### config.mk
export PLATFORM = sky130hd
export DESIGN_NAME = multicycle_adder64
export DESIGN_NICKNAME = d
export VERILOG_FILES = /design/src/rtl/adder_pkg.sv /design/src/rtl/rca_slice.sv /design/src/rtl/multicycle_adder64.sv
export SDC_FILE = /design/constraint.sdc
export NUM_CORES = 1
export LEC_CHECK = 0
export CELL_PAD_IN_SITES_DETAIL_PLACEMENT = 1
export CELL_PAD_IN_SITES_GLOBAL_PLACEMENT = 1
export CORE_MARGIN = 5
export CORE_UTILIZATION = 49
export CTS_BUF_LIST = sky130_fd_sc_hd__clkbuf_8
export DETAILED_ROUTE_END_ITERATION = 8
export PLACE_DENSITY = 0.89
export SYNTH_ARGS = -nofsm -noshare
export SYNTH_HDL_FRONTEND = slang
export SYNTH_SLANG_ARGS = --single-unit
### constraint.sdc
create_clock -name clk -period 21.7 [get_ports clk]
set_clock_uncertainty 0.1 [all_clocks]
set_input_delay 2.17 -clock clk [delete_from_list [all_inputs] [get_ports clk]]
set_output_delay 2.17 -clock clk [all_outputs]
set_load 0.1 [all_outputs]
### src/rtl/adder_pkg.sv
// Shared defaults and FSM encoding for the multicycle 64-bit adder.
package adder_pkg;

    localparam int unsigned DEF_WIDTH  = 64;
    localparam int unsigned DEF_SLICE  = 16;
    localparam int unsigned DEF_NSLICE = DEF_WIDTH / DEF_SLICE;
    localparam int unsigned DEF_IDX_W  = $clog2(DEF_NSLICE);

    typedef enum logic [1:0] {
        StIdle = 2'd0,
        StRun  = 2'd1,
        StDone = 2'd2
    } state_e;

endpackage

### src/rtl/rca_slice.sv
// Combinational SLICE-bit ripple-carry adder built from full adders.
module rca_slice
    import adder_pkg::*;
#(
    parameter int unsigned SLICE = DEF_SLICE
) (
    input  logic [SLICE-1:0] a,
    input  logic [SLICE-1:0] b,
    input  logic             c_in,
    output logic [SLICE-1:0] sum,
    output logic             c_out,
    output logic             c_msb_in
);

    logic [SLICE:0] carry;

    assign carry[0] = c_in;

    for (genvar i = 0; i < SLICE; i++) begin : g_fa
        assign sum[i]     = a[i] ^ b[i] ^ carry[i];
        assign carry[i+1] = (a[i] & b[i]) | (carry[i] & (a[i] ^ b[i]));
    end

    assign c_out    = carry[SLICE];
    // Carry into the top bit, used by the parent for signed overflow.
    assign c_msb_in = carry[SLICE-1];

endmodule

### src/rtl/multicycle_adder64.sv
// Sequential WIDTH-bit adder reusing one SLICE-bit ripple slice, LS slice first.
module multicycle_adder64
    import adder_pkg::*;
#(
    parameter int unsigned WIDTH = DEF_WIDTH,
    parameter int unsigned SLICE = DEF_SLICE
) (
    input  logic             clk,
    input  logic             rst,
    input  logic             start,
    input  logic [WIDTH-1:0] a,
    input  logic [WIDTH-1:0] b,
    input  logic             c_in,
    output logic             busy,
    output logic             done,
    output logic [WIDTH-1:0] sum,
    output logic             c_out,
    output logic             overflow
);

    localparam int unsigned NSLICE = WIDTH / SLICE;
    localparam int unsigned IDX_W  = (NSLICE > 1) ? $clog2(NSLICE) : 1;

    if (WIDTH % SLICE != 0) begin : g_bad_width
        $error("WIDTH must be an integer multiple of SLICE");
    end

    state_e             state_q, state_d;
    logic [IDX_W-1:0]   idx_q, idx_d;
    logic [WIDTH-1:0]   a_q, a_d, b_q, b_d;
    logic [WIDTH-1:0]   psum_q, psum_d;
    logic               carry_q, carry_d;
    logic [WIDTH-1:0]   sum_q, sum_d;
    logic               c_out_q, c_out_d;
    logic               ovf_q, ovf_d;
    logic               done_q, done_d;

    logic [SLICE-1:0]   slice_a, slice_b, slice_sum;
    logic               slice_cout, slice_cmsb;

    assign slice_a = a_q[idx_q*SLICE +: SLICE];
    assign slice_b = b_q[idx_q*SLICE +: SLICE];

    rca_slice #(
        .SLICE(SLICE)
    ) u_slice (
        .a       (slice_a),
        .b       (slice_b),
        .c_in    (carry_q),
        .sum     (slice_sum),
        .c_out   (slice_cout),
        .c_msb_in(slice_cmsb)
    );

    always_comb begin
        state_d = state_q;
        idx_d   = idx_q;
        a_d     = a_q;
        b_d     = b_q;
        psum_d  = psum_q;
        carry_d = carry_q;
        sum_d   = sum_q;
        c_out_d = c_out_q;
        ovf_d   = ovf_q;
        done_d  = 1'b0;

        unique case (state_q)
            StIdle: begin
                if (start) begin
                    a_d     = a;
                    b_d     = b;
                    carry_d = c_in;
                    idx_d   = '0;
                    state_d = StRun;
                end
            end
            StRun: begin
                psum_d[idx_q*SLICE +: SLICE] = slice_sum;
                carry_d = slice_cout;
                idx_d   = idx_q + IDX_W'(1);
                if (idx_q == IDX_W'(NSLICE - 1)) begin
                    // Final slice: publish the full result in the same edge.
                    idx_d   = '0;
                    sum_d   = psum_d;
                    c_out_d = slice_cout;
                    ovf_d   = slice_cmsb ^ slice_cout;
                    done_d  = 1'b1;
                    state_d = StDone;
                end
            end
            StDone: begin
                state_d = StIdle;
            end
            default: begin
                state_d = StIdle;
            end
        endcase
    end

    always_ff @(posedge clk or posedge rst) begin
        if (rst) begin
            state_q <= StIdle;
            idx_q   <= '0;
            a_q     <= '0;
            b_q     <= '0;
            psum_q  <= '0;
            carry_q <= 1'b0;
            sum_q   <= '0;
            c_out_q <= 1'b0;
            ovf_q   <= 1'b0;
            done_q  <= 1'b0;
        end else begin
            state_q <= state_d;
            idx_q   <= idx_d;
            a_q     <= a_d;
            b_q     <= b_d;
            psum_q  <= psum_d;
            carry_q <= carry_d;
            sum_q   <= sum_d;
            c_out_q <= c_out_d;
            ovf_q   <= ovf_d;
            done_q  <= done_d;
        end
    end

    assign busy     = (state_q != StIdle);
    assign done     = done_q;
    assign sum      = sum_q;
    assign c_out    = c_out_q;
    assign overflow = ovf_q;

endmodule

======== Yosys cells after proc, flatten, opt, wreduce, memory -nomap -nowiden ========
Cells that the tools add are included.
Widths: inputs -> output; s select.
word-level totals
  bits in registers ....................... 264
  latch bits .............................. 0
  RAM bits ................................ 0
  bits in read-only memories .............. 0
  input port bits ......................... 132
  output and inout port bits .............. 68
  logic and storage cells ................. 119
  memories ................................ 0
operators by class
  $add $sub $neg .......................... 2
  multipliers ............................. 0
  div/mod/pow operators ................... 0
  magnitude comparators ................... 0
  equality and inequality tests ........... 4
  shifts and indexed selects .............. 4
  mux-type cells .......................... 11
  bitwise gates (word level) .............. 81
  reduce and logical (&&, ||, !) cells .... 7
operators with widths
  kind                      number
  $shiftx 64x7->16          2
  $bwmux 64                 1
  $shift 16x34->64 const A  1
  $shiftx 16x34->64         1
  $neg 6->34                1
  $xor 1x1->1               33
  $and 1x1->1               32
  $or 1x1->1                16
  $mux 2                    4
  $pmux 2 s2                2
  $reduce_and 2->1          4
  $ne 2x2->1 const B        2
  $reduce_bool 2->1         2
  $mux 1                    3
  $add 2x1->2 const B       1
  $eq 2x1->1 const B        1
  $eq 2x2->1 const B        1
  $logic_not 2->1           1
  $pmux 1 s2                1

======== Longest topological paths before layout ========
Gate-level depths: netlist of run 1.
  word-level depth ........................ 35
  gate-level depth with buffers ........... 26

======== Hierarchy ========
From an unflattened synthesis of run 1, not the netlist that was laid out.
unflattened totals
  cell total of the unflattened synthesis .. 891
  area, all modules ....................... 12488.2 um^2
modules (own cells, without submodules)
  module              times used  cells each  area an instance (um^2)  seq. area each (um^2)
  multicycle_adder64  1           865         12130.4                  6606.3
  rca_slice           1           26          357.8                    0.0

======== Least setup slack after synthesis of run 1 ========
OpenSTA, ideal clock, no wires.
  path kind ............................... flip-flop to flip-flop
  from .................................... reg idx_q[0]
  to ...................................... reg psum_q[15]
  library setup time ...................... 122 ps
  arrival time ............................ 7561 ps
  data required time ...................... 21478 ps
  path slack .............................. 13918 ps
  stages on the path, launching flop included .. 26
  path buffers ............................ 3
  path through ............................ dfrtp_1 > buf_4 > buf_4 > mux4_2 > inv_1 > fa_1 > fa_1 > fa_1 > fa_1 > fa_1 > fa_1 > fa_1 > fa_1 > fa_1 > fa_1 > fa_1 > fa_1 > fa_1 > inv_1 > fa_1 > inv_1 > fa_1 > inv_1 > fa_1 > buf_2 > a32o_1
between the ends
  cells in the longest elaborated chain, start to end .. 35
  elaborated cells between the ends (all ways) .. 83
  classes of those cells .................. add/sub (1); shift (4); mux (1); bitwise (77)
RTL lines
  item                                 RTL line                                            text
  start: declaration                   multicycle_adder64.sv:29                            logic [IDX_W-1:0] idx_q, idx_d;
  start signal: assignment             multicycle_adder64.sv:114                           idx_q <= idx_d;
  $shiftx 64x7->16 (on tied branches)  multicycle_adder64.sv:41, multicycle_adder64.sv:42
  $xor 1x1->1                          rca_slice.sv:20, rca_slice.sv:21
  $and 1x1->1                          rca_slice.sv:21                                     assign carry[i+1] = (a[i] & b[i]) | (carry[i] & (a[i] ^ b[i]));
  $or 1x1->1                           rca_slice.sv:21
  $and 1x1->1                          rca_slice.sv:21
  $or 1x1->1                           rca_slice.sv:21
  $and 1x1->1                          rca_slice.sv:21
  $or 1x1->1                           rca_slice.sv:21
  (+19 left out)                       n/a
  $or 1x1->1                           rca_slice.sv:21
  $and 1x1->1                          rca_slice.sv:21
  $or 1x1->1                           rca_slice.sv:21
  $and 1x1->1                          rca_slice.sv:21
  $or 1x1->1                           rca_slice.sv:21
  $xor 1x1->1                          rca_slice.sv:20                                     assign sum[i] = a[i] ^ b[i] ^ carry[i];
  $shiftx 16x34->64                    multicycle_adder64.sv:78                            psum_d[idx_q*SLICE +: SLICE] = slice_sum;
  $bwmux 64 (*)                        multicycle_adder64.sv:78
  end signal: assignment               multicycle_adder64.sv:117                           psum_q <= psum_d;
  end: declaration                     multicycle_adder64.sv:31                            logic [WIDTH-1:0] psum_q, psum_d;
Mark *: on every way between the ends. The rest lies on a longest branch, timed or not.
A chain may end at the register's enable or synchronous reset.

======== Final worst setup path of run 1 ========
  from .................................... reg idx_q[0]
  to ...................................... reg sum_q[31] (netlist: sum[31])
between the ends
  cells in the longest elaborated chain, start to end .. 35
  elaborated cells between the ends (all ways) .. 85
  classes of those cells .................. add/sub (1); eq/ne (1); shift (4); mux (1); bitwise (77); reduce/logical (1)
RTL lines
  item                                 RTL line                                            text
  $shiftx 64x7->16 (on tied branches)  multicycle_adder64.sv:41, multicycle_adder64.sv:42
  $xor 1x1->1                          rca_slice.sv:20, rca_slice.sv:21
  $and 1x1->1                          rca_slice.sv:21
  $or 1x1->1                           rca_slice.sv:21
  $and 1x1->1                          rca_slice.sv:21
  $or 1x1->1                           rca_slice.sv:21
  $and 1x1->1                          rca_slice.sv:21
  $or 1x1->1                           rca_slice.sv:21
  (+19 left out)                       n/a
  $or 1x1->1                           rca_slice.sv:21
  $and 1x1->1                          rca_slice.sv:21
  $or 1x1->1                           rca_slice.sv:21
  $and 1x1->1                          rca_slice.sv:21
  $or 1x1->1                           rca_slice.sv:21
  $xor 1x1->1                          rca_slice.sv:20
  $shiftx 16x34->64                    multicycle_adder64.sv:78
  $bwmux 64                            multicycle_adder64.sv:78
  end signal: assignment               multicycle_adder64.sv:119                           sum_q <= sum_d;
  end: declaration                     multicycle_adder64.sv:33                            logic [WIDTH-1:0] sum_q, sum_d;
Parallel ways exist; a longest one is shown, timed or not.

==> impl_metrics.csv, run 1 <==
group,metric,value,unit
die,die-width,170,um
route,dr.pass1.iters,5,
setup_path,start_kind,"register",
global_route,grt_antenna_before_repair,1,
timing,setup_viol,0,
final_layout,final_common_cell,"dfrtp_1",
placed_design,routabilityCongestion,0.794,
cts,clockBufferDepth,3,
placed_design,hpwl,23300,um
timing,layout_min_cycle_time,8580,ps
logic_synthesis,yosysTopAreaCell,"dfrtp_1",
cts,clock_latency,560,ps
final_layout,drive_gt1_frac,0.224,
setup_path,path_max_fanout,43,
setup_path,cp.arrival,8890,ps
logic_synthesis,seq_area_frac_synth,0.530,
logic_synthesis,ys_types,40,
placed_design,numPortBuffers,199,
setup_path,endpoint,"sum[31]",
final_layout,syn_to_final_growth,23.6,%
final_layout,utilization,0.614,
placed_design,dp_slack,13060,ps
setup_path,rr_endpoint,"sum[31]",
route,drc,0,
logic_synthesis,async_flop_share,1.00,
setup_path,path_class,"register to register",
setup_path,end_kind,"register",
timing,rsz0062_at_grt,"no",
setup_path,crit_start,"idx_q[0]",
timing,slew_violations,0,
cts,htree_levels,2,
run_status,outcome,"complete, no violations",
setup_path,r2r_slack,13120,ps
cts,clkSinkCount,264,
logic_synthesis,synth_area_leaders,"dfrtp_1 53%, mux2_4 14%, mux4_2 5.8%",
logic_synthesis,netlist_area,12500,um2
setup_path,reg2reg_from,"idx_q[0]",
logic_synthesis,synthCells,881,
timing,setup_slack,13120,ps
global_route,grt_pass1_vias,9059,
timing,relSlewSlack,0.282,
job,max-cap-violations,0,
hold_path,hold_class,"register to register",
die,die_y,170,um
global_route,grt_start_max_net_pins,122,
route,viasPerCell,5.63,
logic_synthesis,synth_edf_count,0,
timing,max_freq,117,MHz
logic_synthesis,yosys_most_used_dff,"dfrtp_1",
cts,ctsResizeCount,0,
cts,post_cts_buffers,0,
route,avgRoutedWirePerCell,23.4,um
timing,fin_crit_sh,0.395,
die,start_util,0.497,
die,std_cell_rows,58,
die,core_area,25100,um2
die,dieArea,28800,um2
final_layout,final_cell_mix,"262 x dfrtp_1, 199 x clkdlybuf4s50_1, 120 x mux2_4, 85 x nand2b_1, 62 x inv_1",
logic_synthesis,yosysTopAreaCellShare,0.530,
final_layout,nets,1228,
global_route,grt_pass1_wl,53000,um
setup_path,reg2reg_depth,24,
setup_path,required,22010,ps
route,drtIter0Drc,535,
timing,hold_violations,0,
cts,clock-root-buffer,"clkbuf_8",
cts,cts_hold_buf,0,
cts,clkSlewWorstSetupHoldPaths,60,ps
global_route,overflow,0,
logic_synthesis,syn-num-nets,1035,
route,routed_wl,33600,um
die,pin_count,200,
logic_synthesis,ys_ff_latch,264,
logic_synthesis,synth_warnings,0,
global_route,grt_usage,0.235,
route,vias,8101,
cts,cts_tree,"built",
timing,tns,0,ps
route,ant_nets,0,
cts,cts_buffers,44,
logic_synthesis,syn_avg_cell_area,14.2,um2
timing,worst_slew_pin_slew,1070,ps
[routing by layer]
layer | GRT usage | share of wire | up-vias
li1 | - | - | 3535
met5 | 0 | 0.00039 | -
met1 | 0.315 | 0.42 | 4235
met3 | 0.0554 | 0.062 | 68
met2 | 0.387 | 0.49 | 261
met4 | 0.0672 | 0.025 | 2
[cell families (layout without fill, tap and decap cells)]
group,count (synthesis),in the layout,share of synthesized area
multiplexers,162,162,0.211
AND/OR/NAND/NOR,166,166,0.0760
XOR/XNOR,1,1,0.000702
buffers and inverters,110,336,0.0559
adder cells (fa/ha/maj),22,22,0.0317
other,0,1,0
flip-flops,264,264,0.530
AO/OA/AOI/OAI,156,156,0.0950
[through the flow]
stage	hold slack, ps	std cells	cell area, um2
after floorplan	350	881	12500
after global placement	367	1358	14500
after detailed placement	373	1358	14500
after CTS	390	1437	15400
after global routing	399	1437	15400
final	385	1438	15400
[worst max-delay path: stages (launching register included)]
cell and delay (ps):
dfrtp_2 340, buf_4 610, mux4_2 360, inv_1 70
fa_1 430, fa_1 400, fa_1 400, fa_1 390
fa_1 400, fa_1 400, fa_1 390, fa_1 390
fa_1 400, fa_1 430, fa_1 450, fa_1 410
fa_1 380, inv_1 100, fa_1 160, inv_1 50
fa_1 390, inv_1 100, fa_1 550, a21oi_1 210
a21oi_1 90
[final cells by class]
class | count | area (um2)
clock buffers | 60 | 826
fillers | 2415 | 9690
clock inverters | 19 | 133
flip-flops and latches | 264 | 6610
repair buffers | 207 | 2050
multi-input cells | 507 | 5190
diodes | 1 | 2.50
inverters | 50 | 195
well taps | 330 | 413
[synth_stat cells, types with 2 or more instances]
master / n
a32o_1: 6
inv_1: 50
and4bb_1: 2
buf_8: 2
mux2_1: 2
ha_1: 6
fa_1: 16
buf_12: 11
o2bb2ai_1: 56
a22o_1: 3
o221ai_1: 14
buf_2: 30
a21oi_1: 16
nand2b_1: 85
clkbuf_1: 6
buf_4: 10
nand2_1: 6
and3b_1: 2
nor2b_1: 10
mux2_4: 120
nand2_2: 4
mux2_2: 8
nor2_1: 51
o21a_1: 14
a31oi_1: 42
dfrtp_1: 264
mux4_2: 32
[registers in the layout, indices dropped and copies added, names as in the netlist, 2 cells and up]
| register | count |
|---|---|
| sum | 64 |
| psum_q | 64 |
| idx_q | 2 |
| state_q | 2 |
| a_q | 64 |
| b_q | 64 |
[worst min path at each step]
stage | cells after the start | to | from
after floorplan | 2 | carry_q | carry_q
after detailed placement | 1 | psum_q[27] | psum_q[27]
after global routing | 1 | psum_q[27] | psum_q[27]
final | 1 | psum_q[45] | psum_q[45]
after CTS | 1 | psum_q[45] | psum_q[45]
after global placement | 1 | psum_q[45] | psum_q[45]
Power of run 1 is not shown: default switching activity piles up to over one toggle a cycle in this logic, so the estimate is an artifact.
==> run 2: changes to the inputs <==
- CORE_UTILIZATION: 49 -> 46
- PLACE_DENSITY: 0.89 -> 0.84
- clock period: 21.7 -> 8.3 ns (I/O delays scaled with it)
==> run 2 against run 1 <==
  * Utilization is 3.7 points lower
  * First-iteration DRC count is 38% lower
  * Design area is 0.33% higher
  * Cell count is 0.97% higher
  * Setup slack worse by 13000 ps
  * Clock-buffer cell count stayed put
  * Non-clock buffer count is 2 higher
  * Die area is 6.1% higher
  * Hold slack worse by 4.0 ps
  * Largest cell class unchanged
==> impl_metrics.csv, run 2 (synthesis results as in run 1) <==
group,metric,value,unit
global_route,grt_start_max_net_pins,151,
hold_path,worst_hold_startpoint,"psum_q[61]",
cts,clkSlewWorstSetupHoldPaths,60,ps
job,max-cap-violations,0,
die,std_cell_rows,60,
final_layout,final_cell_mix,"262 x dfrtp_1, 199 x clkdlybuf4s50_1, 120 x mux2_4, 85 x nand2b_1, 60 x clkbuf_8",
final_layout,finalNonFillerCells,1452,
setup_path,crit_chain,"mux4_2 > inv_1 > fa_1 > fa_1 > fa_1 > fa_1 > fa_1 > fa_1 > fa_1 > fa_1 > fa_1 > fa_1 > fa_1 > fa_1 > fa_1 > inv_1 > fa_1 > inv_1 > fa_1 > inv_1 > fa_1 > a21oi_1 > a21oi_1",
setup_path,worst-path-buf-inv,4,
global_route,grt_pass1_wl,52400,um
setup_path,cp_common_cell,"fa_1",
cts,htree_levels,2,
setup_path,cp_top_family,"adder cells",
timing,tns,0,ps
route,vias,7995,
timing,setup_viol,0,
timing,worst_slew_pin_slew,1110,ps
placed_design,dpl.cell_count,1371,
cts,clock_latency,550,ps
setup_path,start_kind,"register",
cts,cts_tree,"built",
global_route,grt_antenna_before_repair,7,
hold_path,hold_class,"register to register",
timing,layout_min_cycle_time,7920,ps
die,die_y,175,um
placed_design,hpwl,23200,um
global_route,overflow,0,
route,routed_wl,33100,um
setup_path,path_class,"register to register",
cts,clock-root-buffer,"clkbuf_8",
final_layout,nets,1230,
final_layout,drive_gt1_frac,0.230,
timing,slew_violations,0,
route,ant_nets,0,
route,avgRoutedWirePerCell,22.8,um
cts,cts_hold_buf,0,
timing,rsz0062_at_grt,"no",
route,dr.pass1.iters,4,
final_layout,finish.instance_area,15500,um2
run_status,outcome,"complete, no violations",
route,viasPerCell,5.51,
setup_path,path_max_fanout,8,
setup_path,cp.arrival,8210,ps
route,drc,0,
die,pin_count,200,
cts,post_cts_buffers,0,
setup_path,crit_start,"idx_q[0]",
die,dieArea,30500,um2
global_route,grt_pass1_vias,9017,
cts,ctsResizeCount,0,
timing,relSlewSlack,0.258,
route,drtIter0Drc,330,
setup_path,end_kind,"register",
placed_design,routabilityCongestion,0.791,
setup_path,required,8590,ps
setup_path,reg2reg_from,"idx_q[0]",
die,die-width,175,um
final_layout,utilization,0.577,
cts,cts_buffers,44,
placed_design,placedInstanceArea,14500,um2
die,core_area,26800,um2
timing,fin_crit_sh,0.954,
timing,max_freq,126,MHz
cts,clkSinkCount,264,
die,start_util,0.465,
timing,hold_violations,0,
final_layout,final_common_cell,"dfrtp_1",
global_route,grt_usage,0.217,
setup_path,cpPeakStageDelay,530,ps
cts,clockBufferDepth,3,
final_layout,syn_to_final_growth,24.0,%
placed_design,numPortBuffers,199,
setup_path,cpMaxStageDelayCell,"fa_1",
-- run 2: changes by cell type in the layout (fill, tap and decap cells not counted) --
| cell | previous run | this run |
|---|---|---|
| buf_4 | 8 | 9 |
| clkinv_2 | 3 | 8 |
| inv_1 | 62 | 58 |
| buf_12 | 0 | 1 |
| inv_6 | 1 | 0 |
| clkinv_4 | 0 | 1 |
-- run 2: path summary, 6_finish.rpt --
kind / to / slack (ps) / cells past startpoint
max: sum[47] / 380 / 23
min in group asynchronous: sum[60] / 770 / 2
min reg2reg: psum_q[61] / 380 / 1
min: psum_q[61] / 380 / 1
max in group asynchronous: idx_q[0] / 5960 / 3
max reg2reg: sum[47] / 380 / 23
-- run 2: through the flow --
| step | hold WS (ps) | worst slack [ps] |
|---|---|---|
| 2_1_floorplan | 350 | 101 |
| 3_3_place_gp | 366 | 515 |
| 3_5_place_dp | 373 | 376 |
| 4_1_cts | 387 | 324 |
| 5_1_grt | 401 | 50.9 |
| 6_report | 381 | 379 |
-- run 2: worst register-to-register path: stages, from the launching register on --
cell and delay, ps:
dfrtp_2 440, mux4_2 340, inv_1 50, fa_1 430, fa_1 420, fa_1 390
fa_1 390, fa_1 390, fa_1 390, fa_1 390, fa_1 410, fa_1 440
fa_1 400, fa_1 400, fa_1 400, fa_1 380, inv_1 80, fa_1 170
inv_1 70, fa_1 400, inv_1 90, fa_1 530, a21oi_1 180, a21oi_1 90
-- run 2: area by class of cell --
cell class,instances,area (um2)
fillers,2617,11300
flip-flops and latches,264,6610
multi-input cells,507,5190
repair buffers,209,2080
clock buffers,60,826
well taps,341,427
inverters,50,195
clock inverters,20,143
diodes,1,2.50
-- run 2: routing by layer --
metal / wire length, um / vias to the layer above / GRT usage
li1: - / 3542 / -
met1: 14100 / 4096 / 0.283
met2: 15800 / 270 / 0.360
met3: 2290 / 75 / 0.0640
met4: 760 / 12 / 0.0537
met5: 76 / - / 0
Power of run 2 is left out for the same reason.
==> variant 1: new RTL, flow settings as in run 2 <==
Change the package constant `DEF_SLICE` from 16 to 64.
--- a/src/rtl/adder_pkg.sv
+++ b/src/rtl/adder_pkg.sv
@@ -2,7 +2,7 @@
 package adder_pkg;
 
     localparam int unsigned DEF_WIDTH  = 64;
-    localparam int unsigned DEF_SLICE  = 16;
+    localparam int unsigned DEF_SLICE  = 64;
     localparam int unsigned DEF_NSLICE = DEF_WIDTH / DEF_SLICE;
     localparam int unsigned DEF_IDX_W  = $clog2(DEF_NSLICE);
 
Check against the original RTL: not equivalent (Yosys sat finds a counterexample within 4 cycles, from zero or initial values and one cycle with rst high).
==> variant 1 against run 2 <==
The flow now finishes with violations (setup timing); sequential cell count fell by 66; final cell count fell by 35%; cell area fell by 26%; worst setup slack got worse by 15 ns; routed wire length fell by 40%; fmax fell by 66%; utilization rose by 3.4 points; sequential share of layout area rose by 0.62 points; count of clock-buffer cells in the layout fell by 42; hold slack improved by 0.025 ns; area after synthesis fell by 30%; critical endpoint is now overflow; highest routed layer unchanged.
==> variant 1: results (changes against run 2) <==
| Metric | Value |
|---|---|
| Status | finished, violations left |
| Failing checks | setup timing |
| Met1 Track Usage GR | 24.02% (-4.3 points) |
| Slew @ Worst Pin | 1.073 ns (-0.04009 ns) |
| Met3 usage | 5.518% (-0.89 points) |
| Maximum fanout along the worst path | 2 (-6) |
| Post-synthesis compound-gate area fraction | 0.3297% (-9.2 points) |
| Ant diodes | 0 (-1) |
| Synth Area in Adders | 14.68% (+12 points) |
| FILL cells | 1679 (-36%) |
| Pin count of the biggest net entering global routing | 119 (-21%) |
| Synth unique cells | 18 (-55%) |
| Commonest non-fill, non-tap cell in the layout | clkdlybuf4s50_1 |
| Worst-case clock buffer depth | 2 (-1) |
| Grt met2 use | 33.49% (-2.5 points) |
| Postcts setup bufs | 0 (unchanged) |
| H-tree levels | 4 (+2) |
| Synth area leaders | dfrtp_1 (57%), mux2_2 (25%), fa_1 (15%) |
| Clock slew at reported path FFs | 0.09 ns (+0.03 ns) |
| WP data arrival | 23.57 ns (+15.36 ns) |
| Total GRT Usage | 19.35% (-2.4 points) |
| Clock insertion delay at the later pin of the skew report | 0.47 ns (-0.08 ns) |
| Post-Syn Nets | 692 (-33%) |
| Initial drt markers | 205 (-38%) |
| TNS Setup | -375.01 ns (-375.01 ns) |
| Synth cell count leaders | dfrtp_1 (198), mux2_2 (191), fa_1 (64), buf_6 (14), inv_1 (10) |
| Detail Placement HPWL | 14.94 mm (-36%) |
| Fin nets | 896 (-27%) |
| Crit-path slowest cell | dfrtp_1 |
| Initial antenna violation count | 2 (-5) |
| Vias in the first global route | 5988 (-34%) |
| # setup viols final | 46 (+46) |
| Final GP Congestion | 0.7593 (-4.0%) |
| Post-synthesis sequential area ratio | 56.76% (+3.8 points) |
| CTS Buf Count | 17 (-61%) |
| CP peak stage delay | 0.41 ns (-0.12 ns) |
| Routed wire per std cell | 21.03 um (-7.6%) |
| Worst setup margin | -15.03 ns (-15.41 ns) |
| Mux cell area share after synthesis | 24.87% (+3.7 points) |
| Synth Area in XOR/XNOR | 0.1003% (+0.030 points) |
| Share of cells above drive strength 1 | 42.08% (+19 points) |
| Via count | 4808 (-40%) |
| First-pass GRT wire length | 32.82 mm (-37%) |
-- variant 1: cell count changes after synthesis, sizes merged, moves of 10 or more --
cell and delta:
nand2b -84, dfrtp -66, mux2 +61, o2bb2ai -56, nor2 -52, fa +48
a31oi -42, inv -40, buf -33, mux4 -32, a21oi -16, o221ai -14
o21a -13, nand2 -10
-- variant 1: power groups by stage --
stage	combinational (uW)	sequential (uW)	clock, uW
2_1_floorplan	733	2740	0
5_1_grt	2740	1620	674
3_5_place_dp	2620	1590	0
6_report	2590	1570	617
4_1_cts	2620	1580	634
3_3_place_gp	2520	1570	0
-- variant 1: through the flow --
step | instance area (um^2) | power (uW) | instances | worst slack (ns) | hold WS, ns
4_1_cts | 11430 | 4832 | 947 | -15.12 | 0.4118
3_3_place_gp | 11040 | 4082 | 915 | -14.71 | 0.3763
6_report | 11430 | 4773 | 947 | -15.03 | 0.4059
5_1_grt | 11430 | 5036 | 947 | -15.54 | 0.4343
3_5_place_dp | 11040 | 4209 | 915 | -14.99 | 0.3901
2_1_floorplan | 8887 | 3470 | 496 | -14.19 | 0.3806
-- variant 1: area by class of cell --
cell class / count / area, um^2 / area share, %
timing repair buffer: 206 / 2044 / 17.88
inverter: 10 / 45.04 / 0.3939
multi-input combinational: 267 / 3706 / 32.41
tap: 234 / 292.8 / 2.560
clock inverter: 14 / 143.9 / 1.258
clock buffer: 18 / 247.7 / 2.167
sequential: 198 / 4955 / 43.33
-- variant 1: routing by layer --
metal | routed length, um | vias up | part of all wire [%]
li1 | - | 2107 | -
met1 | 8064 | 2541 | 40
met2 | 10370 | 138 | 52
met3 | 1229 | 18 | 6.2
met4 | 224 | 4 | 1.1
met5 | 27 | - | 0.14
-- variant 1: final timing paths --
| path | startpoint | endpoint | cells past startpoint |
|---|---|---|---|
| max | a_q[0] | overflow | 69 |
| min | c_out | c_out | 1 |
| max reg2reg | a_q[0] | overflow | 69 |
| min reg2reg | c_out | c_out | 1 |
| max in group asynchronous | rst | b_q[19] | 3 |
| min in group asynchronous | rst | psum_q[27] | 2 |
-- variant 1: cells by family after synthesis --
| kind of cell | count (synthesis) |
|---|---|
| AOI/OAI and AO/OA | 3 |
| xor gates and xnor gates | 1 |
| and+or+nand+nor | 6 |
| buffers and inverters | 31 |
| muxes | 193 |
| adders and majority gates | 64 |
| DFF | 198 |
-- variant 1: worst max-delay path, delay by kind of cell, from the launching register on --
kind                     cells  cell delay (ns)
adder cells (fa/ha/maj)     64            22.16
XOR/XNOR                     1             0.07
buffers and inverters        3             0.17
multiplexers                 1             0.26
flip-flops                   1             0.41
==> variant 2: new RTL, flow settings as in run 2 <==
Made on the original files. Register the output `sum` once more, with the module's reset; this adds one clock of latency there. The other outputs are not delayed to match.
--- a/src/rtl/multicycle_adder64.sv
+++ b/src/rtl/multicycle_adder64.sv
@@ -20,6 +20,8 @@
 
     localparam int unsigned NSLICE = WIDTH / SLICE;
     localparam int unsigned IDX_W  = (NSLICE > 1) ? $clog2(NSLICE) : 1;
+
+    logic [WIDTH-1:0] sum_c;
 
     if (WIDTH % SLICE != 0) begin : g_bad_width
         $error("WIDTH must be an integer multiple of SLICE");
@@ -125,9 +127,17 @@
 
     assign busy     = (state_q != StIdle);
     assign done     = done_q;
-    assign sum      = sum_q;
+    assign sum_c    = sum_q;
     assign c_out    = c_out_q;
     assign overflow = ovf_q;
 
+    always_ff @(posedge clk or posedge rst) begin
+        if (rst) begin
+            sum <= '0;
+        end else begin
+            sum <= sum_c;
+        end
+    end
+
 endmodule
 
Function: changed (a bounded check fails within 10 cycles, from zero or initial values and one cycle with rst high).
==> variant 2 against run 2 <==
Final cell count increased by 8.5%; routed wire length is 2.5% higher; non-clock buffer count is the same; synthesized cell count increased by 7.4%; sequential cell count grew 64; sequential share of layout area up 6.2 points; area after synthesis is 9.1% higher; cell area is 8.5% higher; first-iteration DRC count is 60% higher; worst setup slack got worse by 0.076 ns; critical path type unchanged; critical endpoint is now sum_c[31]; highest routed layer unchanged.
Power is not shown: default switching activity piles up to over one toggle a cycle in this logic, so the estimate is an artifact.
==> variant 2: results (changes against run 2) <==
| Metric | Value |
|---|---|
| Post-synthesis sequential area ratio | 60.32% (+7.4 points) |
| Cells on Worst Hold Path | 0 (-1) |
| DR WL met2 | 16.59 mm (+4.8%) |
| Total GRT Usage | 20.69% (-1.0 points) |
| Vias in the first global route | 9602 (+6.5%) |
| Synth area leaders | dfrtp_1 (60%), mux2_2 (11%), mux4_2 (5.3%) |
| Reg2Reg Depth | 24 (+4.3%) |
| Hold WS | 0.2662 ns (-0.1147 ns) |
| Crit-path slowest cell | fa_2 |
| HP Start | sum_c[2] |
| Final GP Congestion | 0.7882 (-0.35%) |
| Metal3 WL | 2.483 mm (+8.6%) |
| Pin count of the biggest net entering global routing | 191 (+26%) |
| CP peak stage delay | 0.48 ns (-0.05 ns) |
| Maximum fanout along the worst path | 5 (-3) |
| Status | complete, no violations |
| Top Family by Delay on Critical Path | adder cells |
| DP Worst Slack | 0.1766 ns (-0.1998 ns) |
| First-pass GRT wire length | 54.21 mm (+3.4%) |
| FILL cells | 2834 (+8.3%) |
| CTS Buf Count | 53 (+20%) |
| Initial drt markers | 527 (+60%) |
| Synth unique cells | 38 (-5.0%) |
| Synth cell count leaders | dfrtp_1 (328), mux2_2 (130), nand2b_1 (84), inv_1 (54), o2bb2ai_1 (54) |
| WP data arrival | 8.36 ns (+0.15 ns) |
| Initial antenna violation count | 4 (-3) |
| Placed inst area | 15770 um^2 (+8.7%) |
| Post-Syn Area per Cell | 14.38 um^2 (+1.6%) |
| Flop-to-flop setup slack | 0.30 ns (-0.08 ns) |
| Slew headroom | 28.01% (+2.2 points) |
| Detail Placement HPWL | 23.47 mm (+1.2%) |
| Clock slew at reported path FFs | 0.06 ns (about the same) |
| Hold EP | sum[2] |
| Clock insertion delay at the later pin of the skew report | 0.58 ns (+0.03 ns) |
| Layout Cells excl Fill | 1576 (+8.5%) |
| Post-Syn Nets | 1100 (+6.3%) |
| Worst setup margin | 0.3032 ns (-0.07570 ns) |
| Share of cells above drive strength 1 | 23.46% (+0.49 points) |
| Fin nets | 1304 (+6.0%) |
| Via count | 8495 (+6.3%) |
| Routed wire per std cell | 21.49 um (-5.6%) |
-- variant 2: cells by family (layout without fill, tap and decap cells) --
kind of cell	after synthesis	after routing	share of synthesized area [%]
other cells	0	1	0
flops	328	328	60.32
xor+xnor	1	1	0.06438
simple gates	163	163	6.869
mux	163	163	16.13
compound gates	155	155	9.113
fa+ha+maj	22	22	2.906
buf+inv	114	353	4.598
-- variant 2: layout make-up --
cell class | instances | area, um^2 | share of cell area (%)
flip-flops and latches | 328 | 8210 | 48.89
well taps | 390 | 488.0 | 2.906
clock inverters | 24 | 107.6 | 0.6408
multi-input cells | 504 | 4786 | 28.50
inverters | 54 | 206.4 | 1.229
clock buffers | 66 | 908.4 | 5.409
diodes | 1 | 2.502 | 0.01490
repair buffers | 209 | 2083 | 12.41
-- variant 2: per-layer routing --
metal,global-route usage (%),up-vias
li1,-,3765
met1,27.30,4401
met2,34.30,273
met3,5.349,50
met4,5.584,6
met5,0,-
